<file path="src/rtl/rv_sysmon_pkg.sv">
// Shared definitions for the rv_sysmon_mc system-monitor bridge: register map,
// CTRL/STATUS bit positions, fan FSM states and bus helper types.
package rv_sysmon_pkg;

  typedef logic [3:0]  u4_t;
  typedef logic [5:0]  u6_t;
  typedef logic [15:0] u16_t;
  typedef logic [31:0] u32_t;

  localparam int REG_CTRL        = 0;
  localparam int REG_STATUS      = 1;
  localparam int REG_THRESH      = 2;
  localparam int REG_VALUE_BASE  = 4;
  localparam int REG_MINMAX_BASE = 20;

  localparam int CTRL_AUTO_BIT      = 16;
  localparam int CTRL_CLR_MM_BIT    = 17;
  localparam int CTRL_CLR_ALARM_BIT = 18;

  localparam int STATUS_STATE_BIT = 8;
  localparam int STATUS_ALARM_BIT = 9;

  typedef enum logic [0:0] {
    FAN_LOW  = 1'b0,
    FAN_HIGH = 1'b1
  } fan_state_t;

  // Replace the byte lanes of cur selected by be with the matching lanes of wdata.
  function automatic u32_t byte_merge(input u32_t cur, input u32_t wdata, input u4_t be);
    u32_t res;
    res = cur;
    for (int b = 0; b < 4; b++) begin
      if (be[b]) begin
        res[8*b +: 8] = wdata[8*b +: 8];
      end else begin
        res[8*b +: 8] = cur[8*b +: 8];
      end
    end
    return res;
  endfunction

endpackage

</file>
<file path="src/rtl/rv_pwm_gen.sv">
// Fan PWM generator: free-running prescaler gates a PWM_W-bit period counter,
// and the registered output is high while the counter is below the duty.
module rv_pwm_gen
  import rv_sysmon_pkg::*;
#(
  parameter int PWM_W = 8,
  parameter int PRE_W = 16
) (
  input  logic             clk,
  input  logic             xreset,
  input  logic [PWM_W-1:0] duty,
  output logic             fan_out
);

  logic [PRE_W-1:0] pre_r;
  logic [PWM_W-1:0] cnt_r;

  // Prescaler, period counter and registered fan drive.
  always_ff @(posedge clk or negedge xreset) begin
    if (!xreset) begin
      pre_r   <= '0;
      cnt_r   <= '0;
      fan_out <= 1'b0;
    end else begin
      pre_r <= pre_r + 1'b1;
      if (pre_r == '0) begin
        cnt_r <= cnt_r + 1'b1;
      end
      fan_out <= (cnt_r < duty);
    end
  end

endmodule

</file>
<file path="src/rtl/rv_sysmon_mc.sv">
// Multi-channel sysmon bridge: captures the ADC sample stream per channel with
// min/max tracking and drives the fan PWM manually or by temperature hysteresis.
module rv_sysmon_mc
  import rv_sysmon_pkg::*;
#(
  parameter int NCH     = 8,
  parameter int TEMP_CH = 0,
  parameter int PWM_W   = 8,
  parameter int PRE_W   = 16,
  parameter int ADR_W   = 7
) (
  input  logic             clk,
  input  logic             xreset,
  input  logic [ADR_W-1:0] adr,
  input  logic             cs,
  input  logic             rdy,
  input  logic [3:0]       we,
  input  logic             re,
  input  logic [31:0]      dw,
  output logic [31:0]      dr,
  input  logic             eoc_in,
  input  logic [5:0]       channel_in,
  input  logic [15:0]      adc_in,
  output logic             fan_out,
  output logic             alarm_out
);

  logic [PWM_W-1:0] duty_r;
  logic             auto_r;
  u32_t             thresh_r;
  fan_state_t       state_r;
  fan_state_t       state_nxt_s;
  u16_t             value_r [NCH];
  u16_t             min_r   [NCH];
  u16_t             max_r   [NCH];
  logic             re1_r;
  logic [ADR_W-3:0] adr1_r;

  u32_t             widx_s;
  u32_t             ridx_s;
  logic             wr_s;
  logic             wr_ctrl_s;
  logic             wr_thresh_s;
  logic             clr_mm_s;
  logic             clr_alarm_s;
  u32_t             ctrl_cur_s;
  u32_t             ctrl_new_s;
  u32_t             status_s;
  logic [NCH-1:0]   ch_hit_s;
  logic             temp_hit_s;
  logic             alarm_set_s;
  logic [PWM_W-1:0] eff_duty_s;
  logic             unused_s;

  assign widx_s      = 32'(adr[ADR_W-1:2]);
  assign ridx_s      = 32'(adr1_r);
  assign wr_s        = cs && rdy;
  assign wr_ctrl_s   = wr_s && (widx_s == 32'(REG_CTRL));
  assign wr_thresh_s = wr_s && (widx_s == 32'(REG_THRESH));
  assign clr_mm_s    = wr_ctrl_s && we[2] && dw[CTRL_CLR_MM_BIT];
  assign clr_alarm_s = wr_ctrl_s && we[2] && dw[CTRL_CLR_ALARM_BIT];
  assign temp_hit_s  = eoc_in && (channel_in == 6'(TEMP_CH));
  assign alarm_set_s = (state_r == FAN_LOW) && (state_nxt_s == FAN_HIGH);
  assign eff_duty_s  = (auto_r && (state_r == FAN_HIGH)) ? {PWM_W{1'b1}} : duty_r;
  assign ctrl_new_s  = byte_merge(ctrl_cur_s, dw, we);
  assign unused_s    = ^{adr[1:0], ctrl_new_s};

  // Current CTRL image and STATUS word assembled from their fields.
  always_comb begin
    ctrl_cur_s                = 32'h0000_0000;
    ctrl_cur_s[PWM_W-1:0]     = duty_r;
    ctrl_cur_s[CTRL_AUTO_BIT] = auto_r;
    status_s                   = 32'h0000_0000;
    status_s[PWM_W-1:0]        = eff_duty_s;
    status_s[STATUS_STATE_BIT] = (state_r == FAN_HIGH);
    status_s[STATUS_ALARM_BIT] = alarm_out;
  end

  // Per-channel hit decode; channels at or above NCH never match.
  always_comb begin
    ch_hit_s = '0;
    for (int n = 0; n < NCH; n++) begin
      ch_hit_s[n] = eoc_in && (channel_in == 6'(n));
    end
  end

  // CTRL and THRESH register writes with byte lanes.
  always_ff @(posedge clk or negedge xreset) begin
    if (!xreset) begin
      duty_r   <= '0;
      auto_r   <= 1'b0;
      thresh_r <= 32'h0000_0000;
    end else begin
      if (wr_ctrl_s) begin
        duty_r <= ctrl_new_s[PWM_W-1:0];
        auto_r <= ctrl_new_s[CTRL_AUTO_BIT];
      end
      if (wr_thresh_s) begin
        thresh_r <= byte_merge(thresh_r, dw, we);
      end
    end
  end

  // Sample capture; a min/max clear overrides a coincident sample.
  always_ff @(posedge clk or negedge xreset) begin
    if (!xreset) begin
      for (int n = 0; n < NCH; n++) begin
        value_r[n] <= 16'h0000;
        min_r[n]   <= 16'hFFFF;
        max_r[n]   <= 16'h0000;
      end
    end else begin
      for (int n = 0; n < NCH; n++) begin
        if (ch_hit_s[n]) begin
          value_r[n] <= adc_in;
        end
        if (clr_mm_s) begin
          min_r[n] <= 16'hFFFF;
          max_r[n] <= 16'h0000;
        end else if (ch_hit_s[n]) begin
          if (adc_in < min_r[n]) min_r[n] <= adc_in;
          if (adc_in > max_r[n]) max_r[n] <= adc_in;
        end
      end
    end
  end

  // Hysteresis decision: the high threshold is tested first so T_LO > T_HI stays well defined.
  always_comb begin
    state_nxt_s = state_r;
    if (temp_hit_s) begin
      if (adc_in >= thresh_r[31:16]) begin
        state_nxt_s = FAN_HIGH;
      end else if (adc_in < thresh_r[15:0]) begin
        state_nxt_s = FAN_LOW;
      end else begin
        state_nxt_s = state_r;
      end
    end else begin
      state_nxt_s = state_r;
    end
  end

  // Fan FSM state and sticky alarm; a new rising transition beats a clear.
  always_ff @(posedge clk or negedge xreset) begin
    if (!xreset) begin
      state_r   <= FAN_LOW;
      alarm_out <= 1'b0;
    end else begin
      state_r <= state_nxt_s;
      if (alarm_set_s) begin
        alarm_out <= 1'b1;
      end else if (clr_alarm_s) begin
        alarm_out <= 1'b0;
      end
    end
  end

  // Read request pipeline, advanced only while the bus is ready.
  always_ff @(posedge clk or negedge xreset) begin
    if (!xreset) begin
      re1_r  <= 1'b0;
      adr1_r <= '0;
    end else if (rdy) begin
      re1_r  <= cs && re;
      adr1_r <= adr[ADR_W-1:2];
    end
  end

  // Read data mux from the latched request.
  always_comb begin
    dr = 32'h0000_0000;
    if (re1_r) begin
      case (ridx_s)
        32'(REG_CTRL):   dr = ctrl_cur_s;
        32'(REG_STATUS): dr = status_s;
        32'(REG_THRESH): dr = thresh_r;
        default: begin
          for (int n = 0; n < NCH; n++) begin
            dr = (ridx_s == 32'(REG_VALUE_BASE + n))  ? {16'h0000, value_r[n]} : dr;
            dr = (ridx_s == 32'(REG_MINMAX_BASE + n)) ? {max_r[n], min_r[n]}   : dr;
          end
        end
      endcase
    end else begin
      dr = 32'h0000_0000;
    end
  end

  rv_pwm_gen #(
    .PWM_W(PWM_W),
    .PRE_W(PRE_W)
  ) u_pwm (
    .clk    (clk),
    .xreset (xreset),
    .duty   (eff_duty_s),
    .fan_out(fan_out)
  );

endmodule

</file>
<file path="config.mk">
export PLATFORM = sky130hd
export DESIGN_NAME = rv_sysmon_mc
export DESIGN_NICKNAME = d
export VERILOG_FILES = /design/src/rtl/rv_sysmon_pkg.sv /design/src/rtl/rv_pwm_gen.sv /design/src/rtl/rv_sysmon_mc.sv
export SDC_FILE = /design/constraint.sdc
export NUM_CORES = 1
export LEC_CHECK = 0
export ABC_CLOCK_PERIOD_IN_PS = 3200
export BUFFER_PORTS_ARGS = -buffer_cell sky130_fd_sc_hd__clkbuf_2
export CORE_MARGIN = 1.5
export CORE_UTILIZATION = 45
export DETAILED_ROUTE_END_ITERATION = 10
export MAX_ROUTING_LAYER = met4
export SETUP_SLACK_MARGIN = 0.1
export SYNTH_ARGS = -nofsm -noshare
export SYNTH_HDL_FRONTEND = slang
export SYNTH_HIERARCHICAL = 1
export SYNTH_SLANG_ARGS = --single-unit
</file>
<file path="constraint.sdc">
create_clock -name clk -period 3.2 [get_ports clk]
set_input_delay 0.64 -clock clk [delete_from_list [all_inputs] [get_ports clk]]
set_output_delay 0.64 -clock clk [all_outputs]
set_load 0.01 [all_outputs]
</file>
==> Flow_metrics.wiki <==
{| class="wikitable"
! Metric !! Value
|-
| TritonCTS buffer count || 53
|-
| Static power due to leakage || 17.4 nW
|-
| RSZ-0062 raised after global routing || true
|-
| Number of slew-limit violations in the final report || 0
|-
| Largest net degree at the start of global routing || 84
|-
| Total internal power || 12.2 mW
|-
| Distinct cell type count after synthesis || 81
|-
| Most frequently used flop master after synthesis || sky130_fd_sc_hd__dfrtp_1
|-
| Worst clock skew || 0.0285 ns
|-
| Number of max-capacitance violations reported || 0
|-
| Post-synthesis average cell area || 10.1 um2
|-
| Switching portion of total power || 0.310
|-
| Count of flip-flops with a built-in enable after synthesis || 0
|-
| Slew HR || 0.353
|-
| Required arrival time at the worst endpoint || 2.56 ns
|-
| Class of the tightest hold or removal check || primary input to async pin
|-
| Syn Nets || 3238
|-
| Clock-pin slew of the registers on the worst-case setup and hold paths || 0.06 ns
|-
| Initial antenna violation count || 8
|-
| Chip width || 257 um
|-
| Worst EP arrival || 2.84 ns
|-
| I/O pins || 105
|-
| H-Tree Level Count || 2
|-
| Synthesized cell area || 0.0291 mm2
|-
| Vias in the first global route || 24800
|-
| Endpoints failing hold || 0
|-
| Initial Utilization || 0.454
|-
| Routed via count divided by cell count || 5.91
|-
| Commonest non-fill, non-tap cell in the layout || sky130_fd_sc_hd__dfrtp_1
|-
| Final setup viols || 32
|-
| Number of instances in the synthesized netlist || 2878
|-
| Pwr/cell area || 492 mW/mm2
|-
| Critical Path Sink Type || output port
|-
| Most used cells in the layout excluding fill and tap cells || 325 x sky130_fd_sc_hd__dfrtp_1, 300 x sky130_fd_sc_hd__mux2i_1, 294 x sky130_fd_sc_hd__inv_1
|-
| Setup TNS after final layout || -5.78 ns
|-
| Seq pwr share || 0.406
|-
| Iteration count of the initial detailed-routing pass || 6
|-
| Cells on worst reg2reg path || 8
|-
| Clock Sinks || 458
|-
| Die outline area || 0.0663 mm2
|-
| Wire per inst || 25.2 um
|-
| Yosys warning count || 6
|-
| Highest net fanout along the worst path || 6
|-
| Instance area at placement || 0.0325 mm2
|-
| Leftover overflow at the end of global routing || 0
|-
| Number of port buffers || 102
|-
| Setup slack after layout || -0.275 ns
|-
| Flip-flop and latch count after synthesis || 458
|-
| Root Buffer Master || sky130_fd_sc_hd__clkbuf_16
|-
| Total number of nets in the final design || 3571
|-
| Share of total power in the clock network || 0.361
|-
| Tmin final || 3.48 ns
|-
| Failing checks || setup timing
|-
| Layout area overhead || 23.8%
|-
| Die outline height || 257 um
|-
| Share of the clock period used by the worst path || 1.09
|-
| Peak ir drop on the vdd network || 0.412 mV
|-
| Overall power of the completed layout || 17.7 mW
|-
| TritonCTS clock tree || yes
|-
| Floorplan core area || 0.0642 mm2
|-
| Vias after detailed routing || 24300
|-
| Later-pin clock latency in the skew report || 0.62 ns
|-
| Synth async-reset ratio || 1.00
|-
| Summed area of non-filler cells in the final layout || 0.0361 mm2
|-
| Antenna-violating nets left || 0
|-
| Timing-limited maximum frequency || 288 MHz
|-
| Switching power of the nets || 5.50 mW
|-
| First-iteration detailed-routing DRC count || 2121
|-
| Startpoint type of the worst setup path || flop
|-
| Global-route wire length before repair || 155000 um
|-
| Proportion of layout cells with a drive suffix above 1 || 0.291
|-
| Result of the run || complete, but fails checks
|-
| Combinational cell fraction of total power || 0.233
|-
| Remaining routing DRC violations || 0
|-
| Final estimated routing congestion in global placement || 0.993
|-
| Std-Cell Rows || 93
|-
| WS Path Type || flop to output port
|-
| Wire length after detailed routing || 103000 um
|-
| Final HPWL from detailed placement || 76400 um
|-
| Transition time at the pin with the least slew margin || 0.966 ns
|-
| Seq/Total Area, Yosys || 0.399
|-
| Clock tree buffer depth || 3
|-
| GRT Util Overall || 0.319
|}
==> final cells by class <==
class                      count  area (um2)
inverter                     294        1100
antenna                        4        10.0
clock buffer                  72        1500
tap                          855        1070
fill                        5601       28200
clock inverter                26         304
sequential                   458       11600
multi-input combinational   1986       16700
timing repair buffer         418        3720
==> worst max-delay path, stage by stage (launching register included) <==
cell	delay, ns
sky130_fd_sc_hd__dfrtp_4	0.56
sky130_fd_sc_hd__buf_6	0.15
sky130_fd_sc_hd__nand3b_1	0.11
sky130_fd_sc_hd__buf_6	0.16
sky130_fd_sc_hd__nor2_4	0.06
sky130_fd_sc_hd__buf_6	0.14
sky130_fd_sc_hd__a222oi_1	0.49
sky130_fd_sc_hd__and3_1	0.27
sky130_fd_sc_hd__a21oi_2	0.09
sky130_fd_sc_hd__buf_2	0.17
==> synth_stat cells (all sizes together) (35+ instances only) <==
master / instances / share of area
clkbuf: 67 / 0.0086
dfstp: 128 / 0.12
a22oi: 41 / 0.011
buf: 73 / 0.012
nand3: 41 / 0.0072
dfrtp: 330 / 0.28
mux2: 198 / 0.077
a211oi: 35 / 0.0090
ha: 289 / 0.12
nor2: 230 / 0.030
a21oi: 123 / 0.021
inv: 294 / 0.038
o21ai: 77 / 0.013
mux2i: 302 / 0.10
nand2: 227 / 0.029
==> through the flow <==
stage               instances  hold slack [ns]   util  setup WS, ns
floorplan                2878            0.344      -         0.370
global placement         3949            0.451  0.506       -0.0361
detailed placement       3949            0.466  0.506       -0.0428
CTS                      4082           0.0877  0.553        -0.237
global route             4112           0.0733  0.562        -0.323
finish                   4113           0.0306  0.562        -0.275
==> registers in the layout, indices dropped and copies added, names as in the netlist <==
name / flops
max_r: 128
min_r: 128
value_r: 128
thresh_r: 32
u_pwm/pre_r: 16
duty_r: 8
u_pwm/cnt_r: 8
adr1_r: 5
alarm_out: 1
auto_r: 1
re1_r: 1
state_r: 1
u_pwm/fan_out: 1
==> power by group through the flow <==
stage | registers [mW] | clock network, mW | logic, mW
6_report | 7.20 | 6.40 | 4.14
5_1_grt | 7.27 | 6.72 | 4.55
4_1_cts | 7.17 | 6.49 | 3.99
3_5_place_dp | 7.27 | 0 | 3.66
3_3_place_gp | 7.23 | 0 | 3.52
2_1_floorplan | 7.05 | 0 | 2.31
==> path summary, 6_finish.rpt <==
path,startpoint,endpoint,slack [ns]
worst min-delay path,xreset,max_r[56]$_DFFE_PN0P_,0.03
worst min register to register,u_pwm/pre_r[0]$_DFF_PN0_,u_pwm/pre_r[0]$_DFF_PN0_,0.47
max in group asynchronous,xreset,min_r[8]$_DFFE_PN1P_,2.16
min in group clk,dw[14],thresh_r[14]$_DFFE_PN0P_,0.24
worst max register to register,min_r[101]$_DFFE_PN1P_,min_r[109]$_DFFE_PN1P_,0.63
worst max-delay path,adr1_r[4]$_DFFE_PN0P_,dr[24],-0.28
==> timing repair <==
| action | in CTS | in global routing |
|---|---|---|
| hold buffers | 0 | 0 |
| cloned | 2 | 1 |
| pin swaps | 59 | 51 |
| setup endpoints to repair | 32 | 32 |
| setup buffers | 35 | 29 |
| resized for setup | 182 | 78 |
==> routing by layer <==
layer  vias to the layer above  part of all wire  global-route usage
met3                       260             0.057              0.0371
li1                      10900                 -                   -
met5                         -                 0                   -
met4                         0             0.051               0.144
met1                     12200              0.41               0.402
met2                       893              0.48               0.514
==> kinds of logic (layout without fill, tap and decap cells) <==
group | Yosys count | count (layout) | share of synthesized area
compound gates | 499 | 499 | 0.116
buf+inv | 434 | 810 | 0.0586
mux | 511 | 511 | 0.189
other cells | 0 | 4 | 0
flops | 458 | 458 | 0.399
xor+xnor | 21 | 21 | 0.00631
fa+ha+maj | 289 | 289 | 0.124
simple gates | 666 | 666 | 0.108
(Power assumes the default switching activity.)
